===== config.mk =====
export PLATFORM = sky130hd
export DESIGN_NAME = icache_ctrl
export DESIGN_NICKNAME = d
export VERILOG_FILES = /design/src/rtl/icache_ctrl.sv
export SDC_FILE = /design/constraint.sdc
export NUM_CORES = 1
export LEC_CHECK = 0
export CORE_MARGIN = 2
export CORE_UTILIZATION = 45
export DETAILED_ROUTE_END_ITERATION = 6
export PLACE_DENSITY = 0.74
export SYNTH_ARGS = -nofsm -noshare
export SYNTH_HDL_FRONTEND = slang
export SYNTH_SLANG_ARGS = --single-unit

===== constraint.sdc =====
create_clock -name clk -period 12.6 [get_ports clk]
set_clock_uncertainty 0.2 [all_clocks]
set_input_delay 3.78 -clock clk [delete_from_list [all_inputs] [get_ports clk]]
set_output_delay 3.78 -clock clk [all_outputs]
set_load 0.01 [all_outputs]

===== src/rtl/icache_ctrl.sv =====
// icache_ctrl: instruction-side cache responder for the fetch stage.
// Direct-mapped, read-only, 4 x 16-bit words per line. A hit answers in the
// same cycle; a miss fetches the whole line from main memory, installs it,
// and the fetch is then answered on the next compare.
//
// Ports:
//   clk, rst      clock and synchronous active-high reset
//   i_addr, i_rd  fetch word address and fetch request valid
//   i_inv         one-cycle pulse, invalidates all lines
//   instr         instruction word (16'h0000 unless instr_rdy)
//   instr_rdy     instr valid for current i_addr; low stalls the pipeline
//   mem_re        line read request to main memory
//   mem_addr      latched line address i_addr[15:2]
//   mem_rdy       memory has placed the line on mem_rd_data
//   mem_rd_data   line data, offset 0 in [15:0]
//   miss_cnt      misses started since reset, wraps
//
// state | meaning
// IDLE  | compare i_addr against the cache, start a fill on a miss
// FILL  | request outstanding, waiting for mem_rdy
module icache_ctrl #(
    parameter int LINES = 8
) (
    input  logic        clk,
    input  logic        rst,
    input  logic [15:0] i_addr,
    input  logic        i_rd,
    input  logic        i_inv,
    output logic [15:0] instr,
    output logic        instr_rdy,
    output logic        mem_re,
    output logic [13:0] mem_addr,
    input  logic        mem_rdy,
    input  logic [63:0] mem_rd_data,
    output logic [15:0] miss_cnt
);

    localparam int IDX  = $clog2(LINES);
    localparam int TAGW = 14 - IDX;

    typedef enum logic {
        S_IDLE = 1'b0,
        S_FILL = 1'b1
    } state_t;

    state_t            state_q, state_d;
    logic [LINES-1:0]  valid_q, valid_d;
    logic [TAGW-1:0]   tag_q  [LINES];
    logic [63:0]       data_q [LINES];
    logic              mem_re_q, mem_re_d;
    logic [13:0]       mem_addr_q, mem_addr_d;
    logic [15:0]       miss_cnt_q, miss_cnt_d;
    logic              fill_we;

    logic [1:0]        offset;
    logic [IDX-1:0]    index;
    logic [TAGW-1:0]   tag;
    logic [IDX-1:0]    fill_idx;
    logic [TAGW-1:0]   fill_tag;
    logic [63:0]       line_data;
    logic              hit;

    assign offset    = i_addr[1:0];
    assign index     = i_addr[IDX+1:2];
    assign tag       = i_addr[15:IDX+2];
    // The line being filled is identified entirely by the latched request.
    assign fill_idx  = mem_addr_q[IDX-1:0];
    assign fill_tag  = mem_addr_q[13:IDX];
    assign line_data = data_q[index];
    assign hit       = i_rd & valid_q[index] & (tag_q[index] == tag);

    always_comb begin
        state_d    = state_q;
        valid_d    = valid_q;
        mem_re_d   = mem_re_q;
        mem_addr_d = mem_addr_q;
        miss_cnt_d = miss_cnt_q;
        fill_we    = 1'b0;
        instr_rdy  = 1'b0;
        instr      = 16'h0000;

        // Invalidate first so a fill completing in the same cycle still
        // leaves its own line valid.
        if (i_inv) begin
            valid_d = '0;
        end

        case (state_q)
            S_IDLE: begin
                instr_rdy = hit;
                if (hit) begin
                    instr = line_data[{offset, 4'b0000} +: 16];
                end
                if (i_rd && !hit) begin
                    state_d    = S_FILL;
                    mem_re_d   = 1'b1;
                    mem_addr_d = i_addr[15:2];
                    miss_cnt_d = miss_cnt_q + 16'd1;
                end
            end
            S_FILL: begin
                if (mem_rdy) begin
                    fill_we           = 1'b1;
                    valid_d[fill_idx] = 1'b1;
                    mem_re_d          = 1'b0;
                    state_d           = S_IDLE;
                end
            end
            default: state_d = S_IDLE;
        endcase
    end

    always_ff @(posedge clk) begin
        if (rst) begin
            state_q    <= S_IDLE;
            valid_q    <= '0;
            mem_re_q   <= 1'b0;
            mem_addr_q <= '0;
            miss_cnt_q <= '0;
        end else begin
            state_q    <= state_d;
            valid_q    <= valid_d;
            mem_re_q   <= mem_re_d;
            mem_addr_q <= mem_addr_d;
            miss_cnt_q <= miss_cnt_d;
        end
    end

    // Tag/data arrays carry no reset; validity alone decides a hit.
    always_ff @(posedge clk) begin
        if (fill_we && !rst) begin
            tag_q[fill_idx]  <= fill_tag;
            data_q[fill_idx] <= mem_rd_data;
        end
    end

    assign mem_re   = mem_re_q;
    assign mem_addr = mem_addr_q;
    assign miss_cnt = miss_cnt_q;

endmodule


==> results.ini, run 1 <==
[timing]
finalMaxSlewViolations=0
report.final.hold_viol_count=0
period_share=0.914
tns_ns=0
period_minus_slack_ns=11.51
setup_slack_ns=1.09
tightestPinTransition_ns=1.08
finalSetupViolCount=0
fmaxAchievable_ghz=0.0869
rsz0062_at_grt=no
slew_headroom=0.281

[detailed_routing]
ant_nets=0
viasPerCell=5.83
drt-initial-drc-count=1173
dr.pass1.iters=5
wl_per_cell_um=25.5
postRouteWirelength_mm=51.4
num_vias=11800
post-route-drc-count=0

[yosys]
ys.warnings.count=0
synthCells=1120
ys_seq_elements=640
seq_area_frac_synth=0.764
synth_cell_types=40
syn_nets=1206
synth_top_area_share=0.731
ys.flop_type=edfxtp_1
syn_area_mm2=0.0246
synthTopCellsByArea=edfxtp_1 (73%), mux4_2 (16%), dfxtp_1 (3.2%)
syn_avg_cell_area_um2=22.0
async_reset_ff_frac=0
synth_edf_count=600
yosysTopAreaCell=edfxtp_1

[cts]
htreeDepth=2
clock-sinks=640
cts_hold_buf=0
ctsResizeCount=0
clk_pin_slew_ns=0.06
clockRootBuffer=clkbuf_16
clk_path_buf_depth=3
post_cts_buffers=0
cts_tree=yes
cts_buffers=61
clock_latency_ns=0.63

[place]
port_buffers=132
dpl_cell_area_mm2=0.0268
gp_congestion=0.754
dp.cells=1909
dp_hpwl_mm=28.7
place_ws_ns=1.00

[global_routing]
grt_max_degree=97
grt_pass1_vias=12200
track_usage=0.183
grt_pass1_wl_mm=77.2
grt_antenna_before_repair=7
gr-total-overflow=0

[floorplan]
rows=85
io_pins=133
start_util=0.456
die-height_um=238
core_mm2=0.0540
die_w_um=238
design.die.area_mm2=0.0567

[final_layout]
fin_nets=1362
final_cell_mix=edfxtp_1 (600), mux4_2 (178), clkdlybuf4s50_1 (128), clkbuf_16 (61), dfxtp_1 (40)
final_cells=2018
utilization=0.531
fin_area_mm2=0.0287
layout-drive-gt1-share=0.225
antenna_cells=0
layout.cells.most_common=edfxtp_1
syn2layout_area_growth_pct=16.4

[worst_setup_path]
r2r_slack_ns=9.19
worstSetupPathType=in -> out
path_max_fanout=35
cp-end-kind=output port
cp-start-kind=primary input
crit_start=i_addr[2]
rr_startpoint=state_q$_SDFF_PP0_
critPathArrivalTime_ns=7.53
required_ns=8.62

[pwr]
total_leakage_power_nw=8.96
powerDensity_mw_per_mm2=149
vdd_drop_max_mv=0.122

[status]
status=finished clean

[job]
maxCapViolCount=0

[hold_path]
hold_start=valid_q[7]$_SDFF_PP0_
hp-class=reg -> reg

## worst max-delay path, cell delays in order
cell,delay (ns)
buf_8,0.21
buf_4,0.63
mux4_2,0.36
mux2_2,0.17
nand2_1,0.06
or4_1,0.49
or4_1,0.94
nor2_1,0.27
clkdlybuf4s50_1,0.56
## cell type report
type                    instances  area, µm²
fillers                      4079      25300
repair buffers                155       1510
flip-flops and latches        640      18800
clock buffers                  78       1590
inverters                       2       7.51
clock inverters                31        277
well taps                     696        871
multi-input cells             416       5620
## synth_stat cells, types with 7 or more instances
| cell | instances |
|---|---|
| nand3_1 | 10 |
| o21ai_0 | 9 |
| or3_1 | 9 |
| a21o_1 | 8 |
| o21ai_1 | 13 |
| dfxtp_1 | 40 |
| xor2_1 | 8 |
| nand2_1 | 14 |
| or4_1 | 9 |
| mux4_2 | 178 |
| o31ai_1 | 7 |
| buf_1 | 17 |
| a21oi_1 | 31 |
| buf_2 | 11 |
| mux2i_1 | 34 |
| clkbuf_1 | 31 |
| nor2_1 | 31 |
| nand3b_1 | 15 |
| edfxtp_1 | 600 |
## final timing paths
check                                  to  depth (start not counted)
setup / recovery                instr[15]                          9
hold / removal      valid_q[7]$_SDFF_PP0_                          1
setup reg to reg  data_q[0][47]$_DFFE_PP_                          5
hold reg to reg     valid_q[7]$_SDFF_PP0_                          1
## state kept, by name (all words and copies together) (netlist names)
name / flops
valid_q: 8
tag_q: 88
mem_addr: 14
state_q: 1
data_q: 512
mem_re: 1
miss_cnt: 16
## where the power goes
part / total, mW / leakage [nW] / internal (mW) / switching, mW
clock: 1.72 / 0.904 / 0.969 / 0.753
sequential: 2.35 / 5.67 / 2.34 / 0.0100
combinational: 0.212 / 2.38 / 0.102 / 0.110
## routing by layer
metal,global-route usage,share of wire,vias to the layer above
li1,-,-,5043
met1,0.256,0.41,6252
met2,0.295,0.50,378
met3,0.0440,0.072,79
met4,0.0407,0.017,12
met5,0,0.0015,-
## cells by family after synthesis
| logic type | Yosys count | synth area share |
|---|---|---|
| adders and majority gates | 1 | 0.000508 |
| and+or+nand+nor | 113 | 0.0250 |
| AOI/OAI and AO/OA | 77 | 0.0183 |
| xor gates and xnor gates | 8 | 0.00284 |
| buffers and inverters | 64 | 0.0111 |
| muxes | 217 | 0.179 |
| DFF | 640 | 0.764 |
## stage by stage
step                      power [mW]  hold WS (ns)
after global placement          2.60         0.228
after CTS                       4.32         0.256
after floorplan                 2.51         0.221
final                           4.28         0.256
after global routing            4.41         0.285
after detailed placement        2.61         0.239
Power figures use the tool's default switching activity.
==> run 2: changes to the inputs <==
--- a/config.mk
+++ b/config.mk
@@ -5,6 +5,7 @@
 export SDC_FILE = /design/constraint.sdc
 export NUM_CORES = 1
 export LEC_CHECK = 0
+export CORE_ASPECT_RATIO = 0.9
 export CORE_MARGIN = 2
 export CORE_UTILIZATION = 45
 export DETAILED_ROUTE_END_ITERATION = 6
==> constraint.sdc (replaced) <==
create_clock -name clk -period 13.5 [get_ports clk]
set_clock_uncertainty 0.2 [all_clocks]
set_input_delay 4.05 -clock clk [delete_from_list [all_inputs] [get_ports clk]]
set_output_delay 4.05 -clock clk [all_outputs]
set_load 0.01 [all_outputs]
==> run 2 against run 1 <==
  * Sequential power decreased by 7%
  * Critical path depth stayed put
  * Critical endpoint is now instr[9]
  * First-iteration DRC count down 12%
  * Core utilization increased by 0.087 points
  * Highest routed layer unchanged
==> results.ini, run 2 (synthesized netlist as in run 1, its figures left out) <==
[worst_setup_path]
critPathArrivalTime_ns=7.83  ; +0.30 ns
worstSetupEndpoint=instr[9]
required_ns=9.25  ; +0.63 ns
r2r_slack_ns=10.33  ; +1.14 ns
path_max_fanout=54  ; +54%
reg2reg_depth=5  ; unchanged
rr_startpoint=state_q$_SDFF_PP0_
cp-start-kind=primary input
cp-end-kind=output port
worstSetupPathType=in -> out
crit_start=i_addr[2]
regToRegEndpoint=data_q[4][24]$_DFFE_PP_

[pwr]
powerDensity_mw_per_mm2=142  ; -5.1%
total_leakage_power_nw=9.04  ; +0.88%
vdd_drop_max_mv=0.0689  ; -43%
total_power_mw=4.08  ; -4.6%

[global_routing]
gr-total-overflow=0  ; unchanged
grt_pass1_vias=12200  ; +0.67%
track_usage=0.188  ; +0.00445
met3_usage=0.0582  ; +0.0142
grt_antenna_before_repair=8  ; +1
grt_use_met1=0.254  ; -0.00191
grt_max_degree=98  ; +1.0%
grt_pass1_wl_mm=77.7  ; +0.77%
grt_util_met2=0.296  ; +0.00109
busiest_layer=met2

[final_layout]
fin_area_mm2=0.0288  ; +0.52%
final_cells=2034  ; +0.79%
largest_reg_flops=512  ; unchanged
largest-register=data_q
layout.cells.most_common=edfxtp_1
syn2layout_area_growth_pct=17.0
fillers=4029  ; -1.2%
fin_nets=1367  ; +0.37%
final_cell_mix=edfxtp_1 (600), mux4_2 (178), clkdlybuf4s50_1 (128), clkbuf_16 (69), dfxtp_1 (40)
layout-drive-gt1-share=0.227  ; +0.00124
utilization=0.532  ; +0.000870

[cts]
ctsResizeCount=0  ; unchanged
post_cts_buffers=0  ; unchanged
clock_latency_ns=0.59  ; -0.04 ns
htreeDepth=3  ; +1
cts_buffers=66  ; +8.2%
clockRootBuffer=clkbuf_16
clock-sinks=640  ; unchanged
clk_path_buf_depth=3  ; unchanged
clk_pin_slew_ns=0.06  ; about the same
cts_tree=yes
cts_hold_buf=0  ; unchanged

[detailed_routing]
num_vias=11800  ; +0.31%
dr.pass1.iters=5  ; unchanged
post-route-drc-count=0  ; unchanged
ant_nets=0  ; unchanged
postRouteWirelength_mm=51.9  ; +1.0%
wl_per_cell_um=25.5  ; +0.21%
viasPerCell=5.80  ; -0.48%
drt-initial-drc-count=1031  ; -12%

[floorplan]
die-height_um=226  ; -5.0%
design.die.area_mm2=0.0567  ; about the same
die_w_um=251  ; +5.3%
start_util=0.455  ; -0.00163
io_pins=133  ; unchanged
rows=81  ; -4.7%
core_mm2=0.0542  ; +0.36%

[timing]
finalSetupViolCount=0  ; unchanged
report.final.hold_viol_count=0  ; unchanged
setup_slack_ns=1.42  ; +0.332 ns
holdWs_ns=0.257  ; +0.00119 ns
period_share=0.895
slew_headroom=0.296  ; +0.0154
period_minus_slack_ns=12.08
tightestPinTransition_ns=1.05  ; -0.0265 ns
fmaxAchievable_ghz=0.0828
rsz0062_at_grt=no
tns_ns=0  ; unchanged
finalMaxSlewViolations=0  ; unchanged

[status]
status=finished clean

[place]
port_buffers=132  ; unchanged
dpl_cell_area_mm2=0.0268  ; about the same
place_ws_ns=1.38  ; +0.381 ns
dp_hpwl_mm=29.2  ; +1.6%
dp.cells=1918  ; +0.47%
gp_congestion=0.772  ; +2.5%

[job]
maxCapViolCount=0  ; unchanged

[hold_path]
hp-class=reg -> reg

[run 2: cell types whose count changed in the layout (fill, tap and decap cells not counted)]
cell / before / now
clkinv_1: 11 / 13
clkinvlp_2: 1 / 0
inv_8: 0 / 1
clkinvlp_4: 2 / 0
clkbuf_8: 0 / 2
clkinv_2: 9 / 7
clkbuf_1: 17 / 18
clkinv_8: 2 / 0
inv_6: 2 / 3
clkbuf_16: 61 / 69
bufinv_16: 4 / 2
diode_2: 0 / 1
[run 2: routing by layer]
layer  vias up  routed length (µm)
li1       5059                   -
met1      6235               21700
met2       399               25000
met3        93                4180
met4        14                1060
met5         -                  85
[run 2: cell type report]
| class | instances | area, µm² | area share |
|---|---|---|---|
| Timing Repair Buffer | 155 | 1510 | 0.0522 |
| Tap cell | 705 | 882 | 0.0306 |
| Sequential cell | 640 | 18800 | 0.653 |
| Multi-Input combinational cell | 416 | 5620 | 0.195 |
| Clock buffer | 89 | 1820 | 0.0632 |
| Clock inverter | 26 | 181 | 0.00629 |
| Inverter | 2 | 7.51 | 0.000260 |
| Antenna cell | 1 | 2.50 | 0.0000868 |
[run 2: how the worst min path moves through the flow]
stage / slack [ns] / from / depth (start not counted) / endpoint
after floorplan: 0.22 / valid_q[4]$_SDFF_PP0_ / 1 / valid_q[4]$_SDFF_PP0_
after global placement: 0.23 / valid_q[2]$_SDFF_PP0_ / 1 / valid_q[2]$_SDFF_PP0_
after detailed placement: 0.24 / valid_q[3]$_SDFF_PP0_ / 1 / valid_q[3]$_SDFF_PP0_
after CTS: 0.26 / valid_q[0]$_SDFF_PP0_ / 1 / valid_q[0]$_SDFF_PP0_
after global routing: 0.27 / valid_q[5]$_SDFF_PP0_ / 1 / valid_q[5]$_SDFF_PP0_
final: 0.26 / valid_q[5]$_SDFF_PP0_ / 1 / valid_q[5]$_SDFF_PP0_
[run 2: power by group]
group	internal, mW	switching [mW]
sequential	2.18	0.00948
combinational	0.0951	0.103
clock	0.984	0.709
total	3.26	0.822
[run 2: worst max-delay path: stages]
cell and delay (ns):
buf_8 0.41, mux4_2 0.58, mux2i_1 0.17, xor2_1 0.22, nand2_1 0.08, or4_1 0.53
or4_1 0.89, nor2_1 0.25, clkdlybuf4s50_1 0.56
==> run 3: changes to the inputs <==
--- a/config.mk
+++ b/config.mk
@@ -5,7 +5,7 @@
 export SDC_FILE = /design/constraint.sdc
 export NUM_CORES = 1
 export LEC_CHECK = 0
-export CORE_ASPECT_RATIO = 0.9
+export CORE_ASPECT_RATIO = 1.5
 export CORE_MARGIN = 2
 export CORE_UTILIZATION = 45
 export DETAILED_ROUTE_END_ITERATION = 6
==> run 3 against run 2 <==
  * Clock-buffer cell count is 16 lower
  * Non-clock buffer count rose by 2
  * Maximum frequency fell by 0.58%
  * Critical path depth fell by 1
  * First-iteration DRC count rose by 2.0%
  * Sequential power hardly changed
  * Die area barely moved
  * Wire length is 1.1% lower
  * Sequential share of layout area grew 0.87 points
  * Critical endpoint is now instr[4]
==> results.ini, run 3 (synthesized netlist as in run 1, its figures left out) <==
[status]
status=finished clean

[final_layout]
syn2layout_area_growth_pct=15.5
largest_reg_flops=512  ; unchanged
fin_nets=1356  ; -0.80%
largest-register=data_q
final_cell_mix=edfxtp_1 (600), mux4_2 (178), clkdlybuf4s50_1 (128), clkbuf_16 (56), dfxtp_1 (40)
fillers=4200  ; +4.2%
layout-drive-gt1-share=0.220  ; -0.00672
fin_area_mm2=0.0285  ; -1.3%
layout.cells.most_common=edfxtp_1

[worst_setup_path]
cp-end-kind=output port
r2r_slack_ns=10.28  ; -0.05 ns
max_stage_delay_ns=0.79  ; -0.10 ns
critPathArrivalTime_ns=7.90  ; +0.07 ns
crit_path_top_delay_cell=buf_4
path_max_fanout=64  ; +19%
regToRegEndpoint=data_q[5][0]$_DFFE_PP_
rr_startpoint=state_q$_SDFF_PP0_
worstSetupPathType=in -> out
required_ns=9.25  ; about the same
cp_cell_sequence=buf_6 > buf_4 > buf_4 > mux4_2 > mux4_2 > mux2i_1 > nor2_1 > clkdlybuf4s50_1
reg2reg_depth=5  ; unchanged
cp-start-kind=primary input

[hold_path]
hold_start=valid_q[3]$_SDFF_PP0_
hold_end=valid_q[3]$_SDFF_PP0_
hold_depth=1  ; unchanged
hp-class=reg -> reg

[timing]
period_minus_slack_ns=12.15  ; +0.0702 ns
fmaxAchievable_ghz=0.0823  ; -0.58%
finalSetupViolCount=0  ; unchanged
finalMaxSlewViolations=0  ; unchanged
tns_ns=0  ; unchanged
tightestPinTransition_ns=1.11  ; +0.0580 ns
slew_headroom=0.257  ; -0.0388
period_share=0.900  ; +0.00520
report.final.hold_viol_count=0  ; unchanged
rsz0062_at_grt=no

[detailed_routing]
wl_per_cell_um=25.5  ; about the same
num_vias=11600  ; -1.5%
post-route-drc-count=0  ; unchanged
viasPerCell=5.77  ; -0.47%
ant_nets=0  ; unchanged
postRouteWirelength_mm=51.4  ; -1.1%
drt-initial-drc-count=1052  ; +2.0%
dr.pass1.iters=5  ; unchanged

[cts]
cts_buffers=53  ; -20%
ctsResizeCount=0  ; unchanged
clk_path_buf_depth=3  ; unchanged
cts_tree=yes
clock_latency_ns=0.58  ; about the same
cts_hold_buf=0  ; unchanged
clockRootBuffer=clkbuf_16
post_cts_buffers=0  ; unchanged
clk_pin_slew_ns=0.07  ; about the same
htreeDepth=2  ; -1
clock-sinks=640  ; unchanged

[place]
port_buffers=132  ; unchanged
dp_hpwl_mm=29.3  ; +0.51%
dpl_cell_area_mm2=0.0268  ; about the same
gp_congestion=0.733  ; -5.1%

[pwr]
total_leakage_power_nw=8.85  ; -2.1%
powerDensity_mw_per_mm2=135  ; -4.8%
vdd_drop_max_mv=0.107  ; +55%

[floorplan]
design.die.area_mm2=0.0567  ; about the same
start_util=0.453  ; -0.00141
die_w_um=195  ; -22%
core_mm2=0.0544  ; +0.31%
rows=105  ; +30%
io_pins=133  ; unchanged
die-height_um=291  ; +29%

[global_routing]
grt_pass1_wl_mm=77.5  ; -0.35%
track_usage=0.183  ; -0.00429
gr-total-overflow=0  ; unchanged
grt_max_degree=65  ; -34%
grt_pass1_vias=12200  ; +0.041%
grt_antenna_before_repair=6  ; -2

[job]
maxCapViolCount=0  ; unchanged

## run 3: critical path, delay by kind of cell
family	cells	cell delay (ns)
buffers and inverters	4	2.36
muxes	3	1.30
and+or+nand+nor	1	0.08
## run 3: worst max-delay path by stage
| stage | slack, ns | cells after the start | endpoint | start |
|---|---|---|---|---|
| 2_1_floorplan | 2.75 | 10 | instr[10] | i_addr[2] |
| 3_3_place_gp | 1.35 | 8 | instr[0] | i_addr[3] |
| 3_5_place_dp | 1.34 | 9 | instr[0] | i_addr[3] |
| 4_1_cts | 1.34 | 9 | instr[0] | i_addr[3] |
| 5_1_grt | 1.15 | 9 | instr[3] | i_addr[2] |
| 6_report | 1.35 | 8 | instr[4] | i_addr[3] |
## run 3: layer usage
metal | vias up | global-route usage | wire length, µm | share of wire
met5 | - | 0 | 52 | 0.0010
met4 | 8 | 0.0443 | 987 | 0.019
met3 | 69 | 0.0299 | 2910 | 0.057
met2 | 341 | 0.324 | 27200 | 0.53
met1 | 6173 | 0.237 | 20200 | 0.39
li1 | 5027 | - | - | -
## run 3: layout make-up
type / count / area (µm²) / area share
Clock buffer: 73 / 1480 / 0.0518
Timing Repair Buffer: 157 / 1510 / 0.0530
Antenna cell: 3 / 7.51 / 0.000264
Sequential cell: 640 / 18800 / 0.661
Clock inverter: 26 / 154 / 0.00541
Multi-Input combinational cell: 416 / 5620 / 0.197
Inverter: 2 / 7.51 / 0.000264
Tap cell: 695 / 870 / 0.0306
## run 3: power by group
group / internal, mW / switching [mW]
combinational: 0.0951 / 0.103
clock: 0.785 / 0.663
sequential: 2.18 / 0.00888
## run 3: through the flow
step	hold slack [ns]	utilization	power (mW)	instances	setup slack, ns
final	0.259	0.523	3.83	2012	1.35
after CTS	0.259	0.523	3.86	2009	1.34
after detailed placement	0.243	0.493	2.43	1910	1.34
after global routing	0.278	0.523	3.95	2010	1.15
after global placement	0.227	0.493	2.43	1910	1.35
after floorplan	0.221	-	2.34	1120	2.75
